$ cat src/rtl/fpu_issue_ctrl_if.sv
// Command and response handshake bundle between a requesting master and the
// FPU issue controller.
interface fpu_issue_ctrl_if;
    logic        cmd_valid;
    logic        cmd_ready;
    logic [1:0]  cmd_op;
    logic [31:0] cmd_a;
    logic [31:0] cmd_b;
    logic        rsp_valid;
    logic        rsp_ready;
    logic [31:0] rsp_out;
    logic [1:0]  rsp_op;

    modport master (
        output cmd_valid, cmd_op, cmd_a, cmd_b, rsp_ready,
        input  cmd_ready, rsp_valid, rsp_out, rsp_op
    );

    modport slave (
        input  cmd_valid, cmd_op, cmd_a, cmd_b, rsp_ready,
        output cmd_ready, rsp_valid, rsp_out, rsp_op
    );
endinterface

$ cat src/rtl/fpu_issue_ctrl.sv
// FPU issue controller: buffers {op, a, b} requests in a small FIFO, issues one
// at a time to a fixed-latency FPU, captures the result and returns it over a
// valid/ready response channel.
//
// state  | meaning
// IDLE   | nothing in flight; pop the FIFO head when one is buffered
// WAIT   | operands driven to the FPU, counting down its latency
// RESP   | result held on the response channel until consumed
module fpu_issue_ctrl #(
    parameter int DEPTH   = 4,
    parameter int LATENCY = 1
) (
    input  logic                  clk_i,
    input  logic                  rst_i,
    fpu_issue_ctrl_if.slave       bus,
    output logic [1:0]            fpu_operation_o,
    output logic [31:0]           fpu_a_fpn_o,
    output logic [31:0]           fpu_b_fpn_o,
    input  logic [31:0]           fpu_out_i,
    output logic                  busy_o,
    output logic [15:0]           done_count_o
);

    localparam int AW   = (DEPTH > 1) ? $clog2(DEPTH) : 1;
    localparam int CNTW = AW + 1;
    localparam int CW   = (LATENCY > 0) ? $clog2(LATENCY + 1) : 1;
    localparam logic [CNTW-1:0] FULL_CNT = CNTW'(DEPTH);
    localparam logic [CW-1:0]   LAT_LOAD = CW'(LATENCY);

    typedef enum logic [1:0] {
        S_IDLE = 2'd0,
        S_WAIT = 2'd1,
        S_RESP = 2'd2
    } state_t;

    logic [65:0]     mem_q [DEPTH];
    logic [AW-1:0]   wr_ptr_q, rd_ptr_q;
    logic [CNTW-1:0] count_q;

    state_t          state_q, state_d;
    logic [CW-1:0]   cnt_q, cnt_d;
    logic [1:0]      op_q, op_d;
    logic [31:0]     a_q, a_d;
    logic [31:0]     b_q, b_d;
    logic            rsp_valid_q, rsp_valid_d;
    logic [31:0]     rsp_out_q, rsp_out_d;
    logic [1:0]      rsp_op_q, rsp_op_d;
    logic [15:0]     done_q, done_d;

    logic            push;
    logic            pop;

    // Ready comes from the registered count only, so a same-cycle pop never frees a slot early.
    assign bus.cmd_ready = !rst_i && (count_q < FULL_CNT);
    assign push          = bus.cmd_valid && bus.cmd_ready;

    // FIFO storage; contents need no reset because the pointers define validity.
    always_ff @(posedge clk_i) begin
        if (push) begin
            mem_q[wr_ptr_q] <= {bus.cmd_op, bus.cmd_a, bus.cmd_b};
        end
    end

    // FIFO pointers and occupancy; push and pop in one cycle leave the count unchanged.
    always_ff @(posedge clk_i) begin
        if (rst_i) begin
            wr_ptr_q <= '0;
            rd_ptr_q <= '0;
            count_q  <= '0;
        end else begin
            if (push) begin
                wr_ptr_q <= wr_ptr_q + 1'b1;
            end
            if (pop) begin
                rd_ptr_q <= rd_ptr_q + 1'b1;
            end
            case ({push, pop})
                2'b10:   count_q <= count_q + 1'b1;
                2'b01:   count_q <= count_q - 1'b1;
                default: count_q <= count_q;
            endcase
        end
    end

    // State, latency counter, held operands and response registers.
    always_ff @(posedge clk_i) begin
        if (rst_i) begin
            state_q     <= S_IDLE;
            cnt_q       <= '0;
            op_q        <= '0;
            a_q         <= '0;
            b_q         <= '0;
            rsp_valid_q <= 1'b0;
            rsp_out_q   <= '0;
            rsp_op_q    <= '0;
            done_q      <= '0;
        end else begin
            state_q     <= state_d;
            cnt_q       <= cnt_d;
            op_q        <= op_d;
            a_q         <= a_d;
            b_q         <= b_d;
            rsp_valid_q <= rsp_valid_d;
            rsp_out_q   <= rsp_out_d;
            rsp_op_q    <= rsp_op_d;
            done_q      <= done_d;
        end
    end

    // Next-state logic; the pop decision uses the pre-push count so a fresh push waits a cycle.
    always_comb begin
        state_d     = state_q;
        cnt_d       = cnt_q;
        op_d        = op_q;
        a_d         = a_q;
        b_d         = b_q;
        rsp_valid_d = rsp_valid_q;
        rsp_out_d   = rsp_out_q;
        rsp_op_d    = rsp_op_q;
        done_d      = done_q;
        pop         = 1'b0;

        case (state_q)
            S_IDLE: begin
                if (count_q != '0) begin
                    pop               = 1'b1;
                    {op_d, a_d, b_d}  = mem_q[rd_ptr_q];
                    cnt_d             = LAT_LOAD;
                    state_d           = S_WAIT;
                end
            end
            S_WAIT: begin
                if (cnt_q == '0) begin
                    rsp_out_d   = fpu_out_i;
                    rsp_op_d    = op_q;
                    rsp_valid_d = 1'b1;
                    state_d     = S_RESP;
                end else begin
                    cnt_d = cnt_q - 1'b1;
                end
            end
            S_RESP: begin
                if (rsp_valid_q && bus.rsp_ready) begin
                    rsp_valid_d = 1'b0;
                    done_d      = done_q + 16'd1;
                    state_d     = S_IDLE;
                end
            end
            default: begin
                state_d = S_IDLE;
            end
        endcase
    end

    assign bus.rsp_valid   = rsp_valid_q;
    assign bus.rsp_out     = rsp_out_q;
    assign bus.rsp_op      = rsp_op_q;
    assign fpu_operation_o = op_q;
    assign fpu_a_fpn_o     = a_q;
    assign fpu_b_fpn_o     = b_q;
    assign busy_o          = (state_q != S_IDLE) || (count_q != '0);
    assign done_count_o    = done_q;

endmodule

$ cat src/flat_wrapper.sv
// flat-port wrapper written by rule: the top's interface ports become plain ports
module fpu_issue_ctrl_flat 
#(
    parameter int DEPTH   = 4,
    parameter int LATENCY = 1
)
  (clk_i, rst_i, fpu_operation_o, fpu_a_fpn_o, fpu_b_fpn_o, fpu_out_i, busy_o, done_count_o, bus_cmd_valid, bus_cmd_op, bus_cmd_a, bus_cmd_b, bus_rsp_ready, bus_cmd_ready, bus_rsp_valid, bus_rsp_out, bus_rsp_op);
  fpu_issue_ctrl_if bus_i ();
  input  logic clk_i;
  input  logic rst_i;
  output logic [1:0] fpu_operation_o;
  output logic [31:0] fpu_a_fpn_o;
  output logic [31:0] fpu_b_fpn_o;
  input  logic [31:0] fpu_out_i;
  output logic busy_o;
  output logic [15:0] done_count_o;
  input wire logic [$bits(bus_i.cmd_valid)-1:0] bus_cmd_valid;
  input wire logic [$bits(bus_i.cmd_op)-1:0] bus_cmd_op;
  input wire logic [$bits(bus_i.cmd_a)-1:0] bus_cmd_a;
  input wire logic [$bits(bus_i.cmd_b)-1:0] bus_cmd_b;
  input wire logic [$bits(bus_i.rsp_ready)-1:0] bus_rsp_ready;
  output wire logic [$bits(bus_i.cmd_ready)-1:0] bus_cmd_ready;
  output wire logic [$bits(bus_i.rsp_valid)-1:0] bus_rsp_valid;
  output wire logic [$bits(bus_i.rsp_out)-1:0] bus_rsp_out;
  output wire logic [$bits(bus_i.rsp_op)-1:0] bus_rsp_op;
  assign bus_i.cmd_valid = bus_cmd_valid;
  assign bus_i.cmd_op = bus_cmd_op;
  assign bus_i.cmd_a = bus_cmd_a;
  assign bus_i.cmd_b = bus_cmd_b;
  assign bus_i.rsp_ready = bus_rsp_ready;
  assign bus_cmd_ready = bus_i.cmd_ready;
  assign bus_rsp_valid = bus_i.rsp_valid;
  assign bus_rsp_out = bus_i.rsp_out;
  assign bus_rsp_op = bus_i.rsp_op;
  fpu_issue_ctrl #(.DEPTH(DEPTH), .LATENCY(LATENCY)) u_core (.clk_i(clk_i), .rst_i(rst_i), .bus(bus_i), .fpu_operation_o(fpu_operation_o), .fpu_a_fpn_o(fpu_a_fpn_o), .fpu_b_fpn_o(fpu_b_fpn_o), .fpu_out_i(fpu_out_i), .busy_o(busy_o), .done_count_o(done_count_o));
endmodule
$ cat config.mk
export PLATFORM = sky130hd
export DESIGN_NAME = fpu_issue_ctrl_flat
export DESIGN_NICKNAME = d
export VERILOG_FILES = /design/src/rtl/fpu_issue_ctrl_if.sv /design/src/rtl/fpu_issue_ctrl.sv /design/src/flat_wrapper.sv
export SDC_FILE = /design/constraint.sdc
export NUM_CORES = 1
export LEC_CHECK = 0
export CAP_MARGIN = 5
export CELL_PAD_IN_SITES_DETAIL_PLACEMENT = 1
export CELL_PAD_IN_SITES_GLOBAL_PLACEMENT = 2
export CORE_ASPECT_RATIO = 1.25
export CORE_MARGIN = 2
export CORE_UTILIZATION = 41
export CTS_CLUSTER_SIZE = 24
export DETAILED_ROUTE_END_ITERATION = 10
export GPL_TIMING_DRIVEN = 0
export PLACE_DENSITY_LB_ADDON = 0.05
export SYNTH_ARGS = -nofsm -noshare
export SYNTH_HDL_FRONTEND = slang
export SYNTH_SLANG_ARGS = --single-unit
$ cat constraint.sdc
create_clock -name clk_i -period 7.4 [get_ports clk_i]
set_clock_uncertainty 0.1 [all_clocks]
set_input_delay 1.48 -clock clk_i [delete_from_list [all_inputs] [get_ports clk_i]]
set_output_delay 1.48 -clock clk_i [all_outputs]
set_load 0.05 [all_outputs]
Word level (Yosys, flattened, before mapping). Memory sizes are Yosys's and may differ from the RTL's. A register that Yosys moved wholly into a read port is not among the register bits. Index checks and enable logic that the tools add are counted.

Register bits after elaboration: 61. Bits in writable memories: 264. Input port bits: 102. Word-level logic and storage cells: 57. Memories kept: 1.

Add/sub/neg operators: 6. $lt $le $gt $ge: 1. Eq/ne operators: 7. Mux-type cells: 15. Bitwise operators: 1. Reductions and logical operators: 17.

Memory list: u_core.mem_q (depth 4, bits a word 66, read ports 1, clocked after memory_dff 1, wr ports 1, RTL line fpu_issue_ctrl.sv:36) `logic [65:0] mem_q [DEPTH];`.

Operators by type and width (number): 16-bit by 1-bit adder with 16-bit output (second input constant) (1); 1-bit 2-to-1 mux (8); 2-bit AND reduction (4); 2-bit nonzero test (4); 2-bit 2-to-1 mux (3); 2-bit case mux with 3 select lines (1); 3-bit case mux with 2 select lines (1); 3-bit AND reduction (2); 2-bit by 1-bit adder with 2-bit output (second input constant) (2); 2-bit by 1-bit == test with 1-bit output (second input constant) (2); 2-bit == test (second input constant) (2); 2-bit by 1-bit != test with 1-bit output (second input constant) (2); 1-bit case mux with 2 select lines (2); 3-bit by 1-bit adder with 3-bit output (second input constant) (1); 1-bit logical AND (3); 3-bit < comparator (second input constant) (1); 3-bit nonzero test (1); 3-bit by 1-bit subtractor with 3-bit output (second input constant) (1); 2-bit logical NOT (1); 2-bit != test (second input constant) (1); 1-bit logical NOT (1); 1-bit logical OR (1); 1-bit NOT (1); 1-bit subtractor (second input constant) (1).

Longest topological paths before layout. Gate-level depths: netlist (run 1).

Word-level depth: 5. Depth in mapped cells: 11.

Worst setup path after synthesis (run 1). Ideal clock, no wire load.

Path type: input-to-reg. Start point: input port rst_i. End point: memory u_core.mem_q[0][0], enable pin. Library setup time: 0.432 ns. Data arrival time: 3.968 ns. Path slack: 2.901 ns. Stages: 2. Buffers on the path: 0. Cell sequence: nor2_1 and3_1.

Cells in the longest elaborated chain, start to end: 5.

RTL lines: start: declaration (RTL line flat_wrapper.sv:10) `input logic rst_i;`; 1-bit logical NOT (RTL line fpu_issue_ctrl.sv:54) `assign bus.cmd_ready = !rst_i && (count_q < FULL_CNT);`; 1-bit logical AND (RTL line fpu_issue_ctrl.sv:54); 1-bit logical AND (RTL line fpu_issue_ctrl.sv:55) `assign push = bus.cmd_valid && bus.cmd_ready;`; 1-bit 2-to-1 mux (RTL line fpu_issue_ctrl.sv:59) `if (push) begin`; 1-bit 2-to-1 mux (implied by the code) (RTL line fpu_issue_ctrl.sv:60) `mem_q[wr_ptr_q] <= {bus.cmd_op, bus.cmd_a, bus.cmd_b};`; end: declaration (RTL line fpu_issue_ctrl.sv:36).

No other way between the ends.

Worst setup path after layout (run 1).
Start point: input port rst_i. End point: output port bus_cmd_ready.

Cells in the longest elaborated chain, start to end: 2.

RTL lines: 1-bit logical NOT (RTL line fpu_issue_ctrl.sv:54); 1-bit logical AND (RTL line fpu_issue_ctrl.sv:54); end: declaration (RTL line flat_wrapper.sv:22) `output wire logic [$bits(bus_i.cmd_ready)-1:0] bus_cmd_ready;`.

No other way between the ends.

==> results of run 1 <==
cell type report:
class                      count  area share (%)
clock inverter                24            1.18
sequential                   391            56.5
buffer                        51            1.22
clock buffer                  52            6.10
inverter                      11           0.223
tap                          468            3.16
timing repair buffer         224            12.5
antenna                        2          0.0270
multi-input combinational    483            19.0
cells by family after synthesis:
group	share of synthesized area [%]
flops	73.5
simple gates	7.73
compound gates	4.29
mux	10.6
buf+inv	1.88
xor+xnor	0.922
fa+ha+maj	1.11
registers in the layout (all words and copies together) (netlist names):
| signal | count |
|---|---|
| u_core.bus.rsp_out | 32 |
| u_core.cnt_q | 1 |
| u_core.done_count_o | 16 |
| u_core.fpu_b_fpn_o | 32 |
| u_core.state_q | 2 |
| u_core.bus.rsp_valid | 1 |
| u_core.bus.rsp_op | 2 |
| u_core.fpu_a_fpn_o | 32 |
| u_core.count_q | 3 |
| u_core.mem_q | 264 |
| u_core.wr_ptr_q | 2 |
| u_core.fpu_operation_o | 2 |
| u_core.rd_ptr_q | 2 |
routing by layer:
layer  wire length [µm]  track usage (%)
met2              17100             33.6
met4                794             5.60
met1              13900             23.2
met5                  0                0
met3               1710             3.97
layout by cell type (no fill, tap or decap), types with 2 or more instances in the layout:
| cell | instances |
|---|---|
| edfxtp_1 | 264 |
| clkdlybuf4s50_1 | 220 |
| nand2_1 | 215 |
| dfxtp_1 | 127 |
| a21oi_1 | 108 |
| mux4_2 | 66 |
| clkbuf_16 | 43 |
| clkbuf_1 | 31 |
| nor2_1 | 21 |
| buf_1 | 15 |
| ha_1 | 11 |
| clkinv_2 | 11 |
| inv_1 | 10 |
| buf_2 | 8 |
| xnor2_1 | 8 |
| xor2_1 | 7 |
| clkinv_1 | 7 |
| o21ai_0 | 6 |
| or3_1 | 5 |
| nor3_1 | 4 |
| and3_4 | 4 |
| nand3_1 | 4 |
| bufinv_16 | 4 |
| buf_16 | 4 |
| nand4_1 | 3 |
| clkbuf_8 | 3 |
| diode_2 | 2 |
| nand2b_1 | 2 |
| buf_4 | 2 |
| mux2i_1 | 2 |
| and3_1 | 2 |
| nor4_1 | 2 |
| nand4b_1 | 2 |
how the worst max path moves through the flow:
stage / start / end / slack, ps / cells past startpoint
floorplan: rst_i / u_core.mem_q[0][0]$_DFFE_PP_ / 2900 / 2
global placement: rst_i / u_core.mem_q[0][21]$_DFFE_PP_ / 1540 / 3
detailed placement: rst_i / bus_cmd_ready / 2700 / 3
CTS: rst_i / bus_cmd_ready / 2690 / 3
finish: rst_i / bus_cmd_ready / 2680 / 3
global route: rst_i / bus_cmd_ready / 2610 / 3
per-stage QoR:
stage | util (%) | instances
2_1_floorplan | - | 936
3_3_place_gp | 49.6 | 1624
3_5_place_dp | 50.0 | 1628
4_1_cts | 53.9 | 1704
5_1_grt | 53.9 | 1705
6_report | 53.9 | 1706
report_power, final:
group          total (mW)  internal, mW  switching, mW
clock network        2.05          1.22          0.828
logic                2.36         0.802           1.56
registers            2.79          2.64          0.149
total                7.20          4.67           2.54
critical path, delay by kind of cell:
family | cells | cell delay [ps]
buf+inv | 2 | 1350
simple gates | 1 | 300
==> run_results.csv, run 1 <==
group,metric,value,unit
setup_path,crit_fanout,6,
sta,drv_slew,0,
power_and_ir_drop,pwr_density_cell,389,mW/mm²
sta,finalHoldViolCount,0,
setup_path,cp_common_cell,"clkdlybuf4s50_1",
setup_path,timing.rr.start,"u_core.state_q[1]$_SDFFE_PP0P_",
sta,whs,353,ps
min_path,min_path_type,"flop to flop",
synthesis,yosysTopAreaCell,"edfxtp_1",
synthesis,seq_area_frac_synth,73.5,%
cts,cts_setup_buffers,0,
synthesis,synth_top_area_share,55.7,%
synthesis,ys.flop_type,"edfxtp_1",
sta,setup_viol,0,
sta,max_slew_margin,50.5,%
sta,fin_ws,2680,ps
global_routing,grt.overflow.total,0,
sta,fin_crit_sh,63.8,%
floorplan,die_x,171,µm
routing,ant_nets,0,
synthesis,synth.avg_cell_area,15.2,µm²
setup_path,r2r_cells,11,
global_routing,grt_pass1_wl,52100,µm
setup_path,start_kind,"input pin",
setup_path,r2r_slack,4400,ps
sta,rsz0062_at_grt,"no",
global_routing,grt_pass1_vias,9166,
setup_path,arrival,3140,ps
cts,clockBufferDepth,3,
synthesis,synth_cells,936,
synthesis,synth_cell_types,38,
routing,postRouteWirelength,33500,µm
cts,htreeDepth,2,
routing,routed_via_density,4.96,
final_layout,multi_input_area,0.00353,mm²
setup_path,slowest_stage,"clkdlybuf4s50_1",
routing,drt-initial-drc-count,410,
floorplan,rows,76,
global_routing,grt_usage,18.9,%
global_routing,antenna_found_initial,3,
min_path,min_path_cells,2,
sta,tns,0,ps
placement,port_buffers,220,
synthesis,synth_edf_count,264,
cts,insertion_delay,530,ps
routing,drc_errors,0,
setup_path,slowest_delay,910,ps
power_and_ir_drop,leakage,6.01,nW
synthesis,yosysWarningCount,0,
synthesis,synth_seq_cells,391,
cts,cts_buffers,41,
min_path,hp-start,"u_core.bus.rsp_out[16]$_SDFFE_PP0P_",
setup_path,reg2reg_to,"u_core.count_q[2]$_SDFFE_PP0P_",
final_layout,design_area,0.0185,mm²
power_and_ir_drop,ir_drop,0.227,mV
floorplan,die_area,0.0363,mm²
synthesis,yosysMostFrequentCell,"edfxtp_1",
sta,max_freq,0.212,GHz
synthesis,syn_area,0.0142,mm²
synthesis,yosys-top-cells-area,"edfxtp_1 (56%), dfxtp_1 (18%), mux4_2 (10%)",
flow_run,drv_cap,0,
placement,place_area,0.0172,mm²
global_routing,grt_max_degree,51,
setup_path,critical_path_class,"input pin to primary output",
floorplan,initial_core_util,41.5,%
synthesis,ys_top_cells_by_count,"edfxtp_1 (264), nand2_1 (215), dfxtp_1 (127)",
routing,drtPass1Iterations,4,
final_layout,area_delta_synth_final,30.0,%
floorplan,core-area,0.0343,mm²
cts,cts_tree,"built",
final_layout,fin_nets,1317,
cts,path_clk_slew,60,ps
final_layout,fillers,3309,
cts,cts_sinks,391,
cts,cts-root-buf,"clkbuf_16",
cts,cts_hold_buf,0,
power_and_ir_drop,finalPower,7.20,mW
synthesis,syn_nets,1050,
sta,final.min_clock_period,4720,ps
setup_path,cp-end-kind,"primary output",
placement,dp_hpwl,21200,µm
sta,max_slew.worst_pin.slew,743,ps
placement,place.gp.congestion,0.713,
min_path,hold_end,"u_core.bus.rsp_out[16]$_SDFFE_PP0P_",
floorplan,die_h,212,µm
routing,via_count,8467,
routing,wl_per_cell,19.6,µm
placement,post-place-ws,2700,ps
status,status,"finished clean",
final_layout,regArea,0.0105,mm²
synthesis,async_flop_share,0,%
final_layout,drive_above_1_share,12.3,%
cts,post_cts_resized,0,
setup_path,cp_cell_sequence,"clkdlybuf4s50_1 > nor2_1 > clkdlybuf4s50_1",
floorplan,io_pins,221,
setup_path,worst-endpoint-required,5820,ps
(Power assumes the default switching activity.)
==> run 2: changes to the inputs <==
--- a/config.mk
+++ b/config.mk
@@ -10,7 +10,7 @@
 export CELL_PAD_IN_SITES_GLOBAL_PLACEMENT = 2
 export CORE_ASPECT_RATIO = 1.25
 export CORE_MARGIN = 2
-export CORE_UTILIZATION = 41
+export CORE_UTILIZATION = 34
 export CTS_CLUSTER_SIZE = 24
 export DETAILED_ROUTE_END_ITERATION = 10
 export GPL_TIMING_DRIVEN = 0
==> constraint.sdc (replaced) <==
create_clock -name clk_i -period 3.8 [get_ports clk_i]
set_clock_uncertainty 0.1 [all_clocks]
set_input_delay 0.76 -clock clk_i [delete_from_list [all_inputs] [get_ports clk_i]]
set_output_delay 0.76 -clock clk_i [all_outputs]
set_load 0.05 [all_outputs]
==> run_results.csv, run 2 (synthesis gave the netlist of run 1 again) <==
group,metric,value,unit
setup_path,cp-end-kind,"primary output",
sta,max_slew_margin,43.4,%
final_layout,fin_nets,1318,
final_layout,multi_input_area,0.00353,mm²
power_and_ir_drop,intPower,9.18,mW
sta,final.min_clock_period,3340,ps
cts,cts_buffers,42,
cts,cts_hold_buf,0,
setup_path,arrival,2480,ps
cts,cts_sinks,391,
min_path,min_path_cells,2,
floorplan,die_x,187,µm
sta,fin_ws,459,ps
min_path,hold_end,"u_core.bus.rsp_out[28]$_SDFFE_PP0P_",
floorplan,rows,83,
routing,wl_met3,1720,µm
final_layout,fillers,4167,
floorplan,io_pins,221,
power_and_ir_drop,power.net_switching,5.02,mW
final_layout,area_delta_synth_final,31.1,%
routing,drtPass1Iterations,4,
final_layout,regArea,0.0105,mm²
status,status,"finished clean",
placement,place_area,0.0173,mm²
final_layout,largest_reg_flops,264,
routing,via_count,8444,
placement,port_buffers,220,
sta,rsz0062_at_grt,"no",
flow_run,drv_cap,0,
cts,clockBufferDepth,3,
placement,dp_hpwl,22100,µm
setup_path,worst-endpoint-required,2940,ps
global_routing,grt_pass1_wl,53800,µm
routing,topRoutingLayerUsed,"met5",
routing,drt-initial-drc-count,296,
final_layout,regMostFlops,"u_core.mem_q",
power_and_ir_drop,power.share.combinational,32.6,%
cts,htreeDepth,2,
routing,drc_errors,0,
sta,drv_slew,0,
placement,post-place-ws,472,ps
floorplan,die_area,0.0436,mm²
power_and_ir_drop,pwr_density_cell,760,mW/mm²
power_and_ir_drop,p_clk_share,29.2,%
routing,dr_wl_met2,17700,µm
min_path,hp-start,"u_core.bus.rsp_out[28]$_SDFFE_PP0P_",
global_routing,grt_pass1_vias,9022,
cts,path_clk_slew,60,ps
sta,max_slew.worst_pin.slew,849,ps
routing,wl_met1,14700,µm
global_routing,grt.overflow.total,0,
cts,cts-root-buf,"clkbuf_16",
sta,setup_viol,0,
setup_path,r2r_cells,11,
global_routing,grt_usage,16.2,%
setup_path,critical_path_class,"input pin to primary output",
setup_path,start_kind,"input pin",
power_and_ir_drop,switching_share,35.3,%
power_and_ir_drop,ir_drop,0.399,mV
final_layout,final_cell_mix,"edfxtp_1 (264), clkdlybuf4s50_1 (220), nand2_1 (215)",
final_layout,layout_commonest_cell,"edfxtp_1",
power_and_ir_drop,finalPower,14.2,mW
global_routing,antenna_found_initial,2,
routing,ant_nets,0,
sta,fin_crit_sh,87.9,%
cts,cts_setup_buffers,0,
sta,finalHoldViolCount,0,
floorplan,die_h,233,µm
setup_path,reg2reg_to,"u_core.count_q[2]$_SDFFE_PP0P_",
setup_path,crit_fanout,6,
final_layout,drive_above_1_share,12.4,%
floorplan,initial_core_util,34.6,%
placement,placed_cells,1712,
sta,tns,0,ps
placement,place.gp.congestion,0.719,
routing,postRouteWirelength,34800,µm
routing,wl_per_cell,19.4,µm
power_and_ir_drop,leakage,6.04,nW
setup_path,r2r_slack,700,ps
cts,post_cts_resized,0,
cts,cts_tree,"built",
global_routing,grt_max_degree,39,
sta,max_freq,0.299,GHz
final_layout,final_cells,1791,
final_layout,design_area,0.0187,mm²
routing,routed_via_density,4.71,
cts,insertion_delay,550,ps
min_path,min_path_type,"flop to flop",
power_and_ir_drop,p_seq_share,38.3,%
setup_path,timing.rr.start,"u_core.state_q[1]$_SDFFE_PP0P_",
floorplan,core-area,0.0412,mm²
[run 2: cell count changes in the layout (fill, tap and decap cells not counted), sizes merged]
cell / previous run / this run
diode: 2 / 1
clkbuf: 77 / 85
clkinvlp: 1 / 0
inv: 12 / 13
clkinv: 18 / 12
[run 2: critical path: stages]
cell,delay [ps]
clkdlybuf4s50_1,430
nor2_1,360
clkdlybuf4s50_1,920
[run 2: through the flow]
stage	hold WS (ps)	util, %
6_report	351	45.3
5_1_grt	372	45.3
4_1_cts	354	45.3
3_5_place_dp	345	41.9
3_3_place_gp	341	41.6
2_1_floorplan	372	-
[run 2: final cells by class]
class,instances,area share (%)
multi-input cells,483,18.9
well taps,552,3.70
clock inverters,18,1.11
plain buffers,51,1.21
inverters,11,0.221
flip-flops and latches,391,56.1
diodes,1,0.0134
repair buffers,224,12.4
clock buffers,60,6.42
[run 2: layer usage]
metal,vias up,GRT usage (%)
met5,-,0
met1,4206,20.0
met3,50,3.89
li1,3981,-
met2,205,28.4
met4,2,4.74
[run 2: how the worst max path moves through the flow]
stage,from,to
detailed placement,rst_i,bus_cmd_ready
floorplan,rst_i,u_core.mem_q[0][0]$_DFFE_PP_
global placement,rst_i,u_core.mem_q[0][28]$_DFFE_PP_
finish,rst_i,bus_cmd_ready
CTS,rst_i,bus_cmd_ready
global route,rst_i,bus_cmd_ready
[run 2: power by group through the flow]
stage / logic [mW] / registers [mW] / clock network, mW
final: 4.62 / 5.43 / 4.14
after global routing: 5.02 / 5.50 / 4.43
after CTS: 4.76 / 5.45 / 4.29
after detailed placement: 4.75 / 5.53 / 0
after global placement: 4.69 / 5.55 / 0
after floorplan: 1.80 / 6.72 / 0
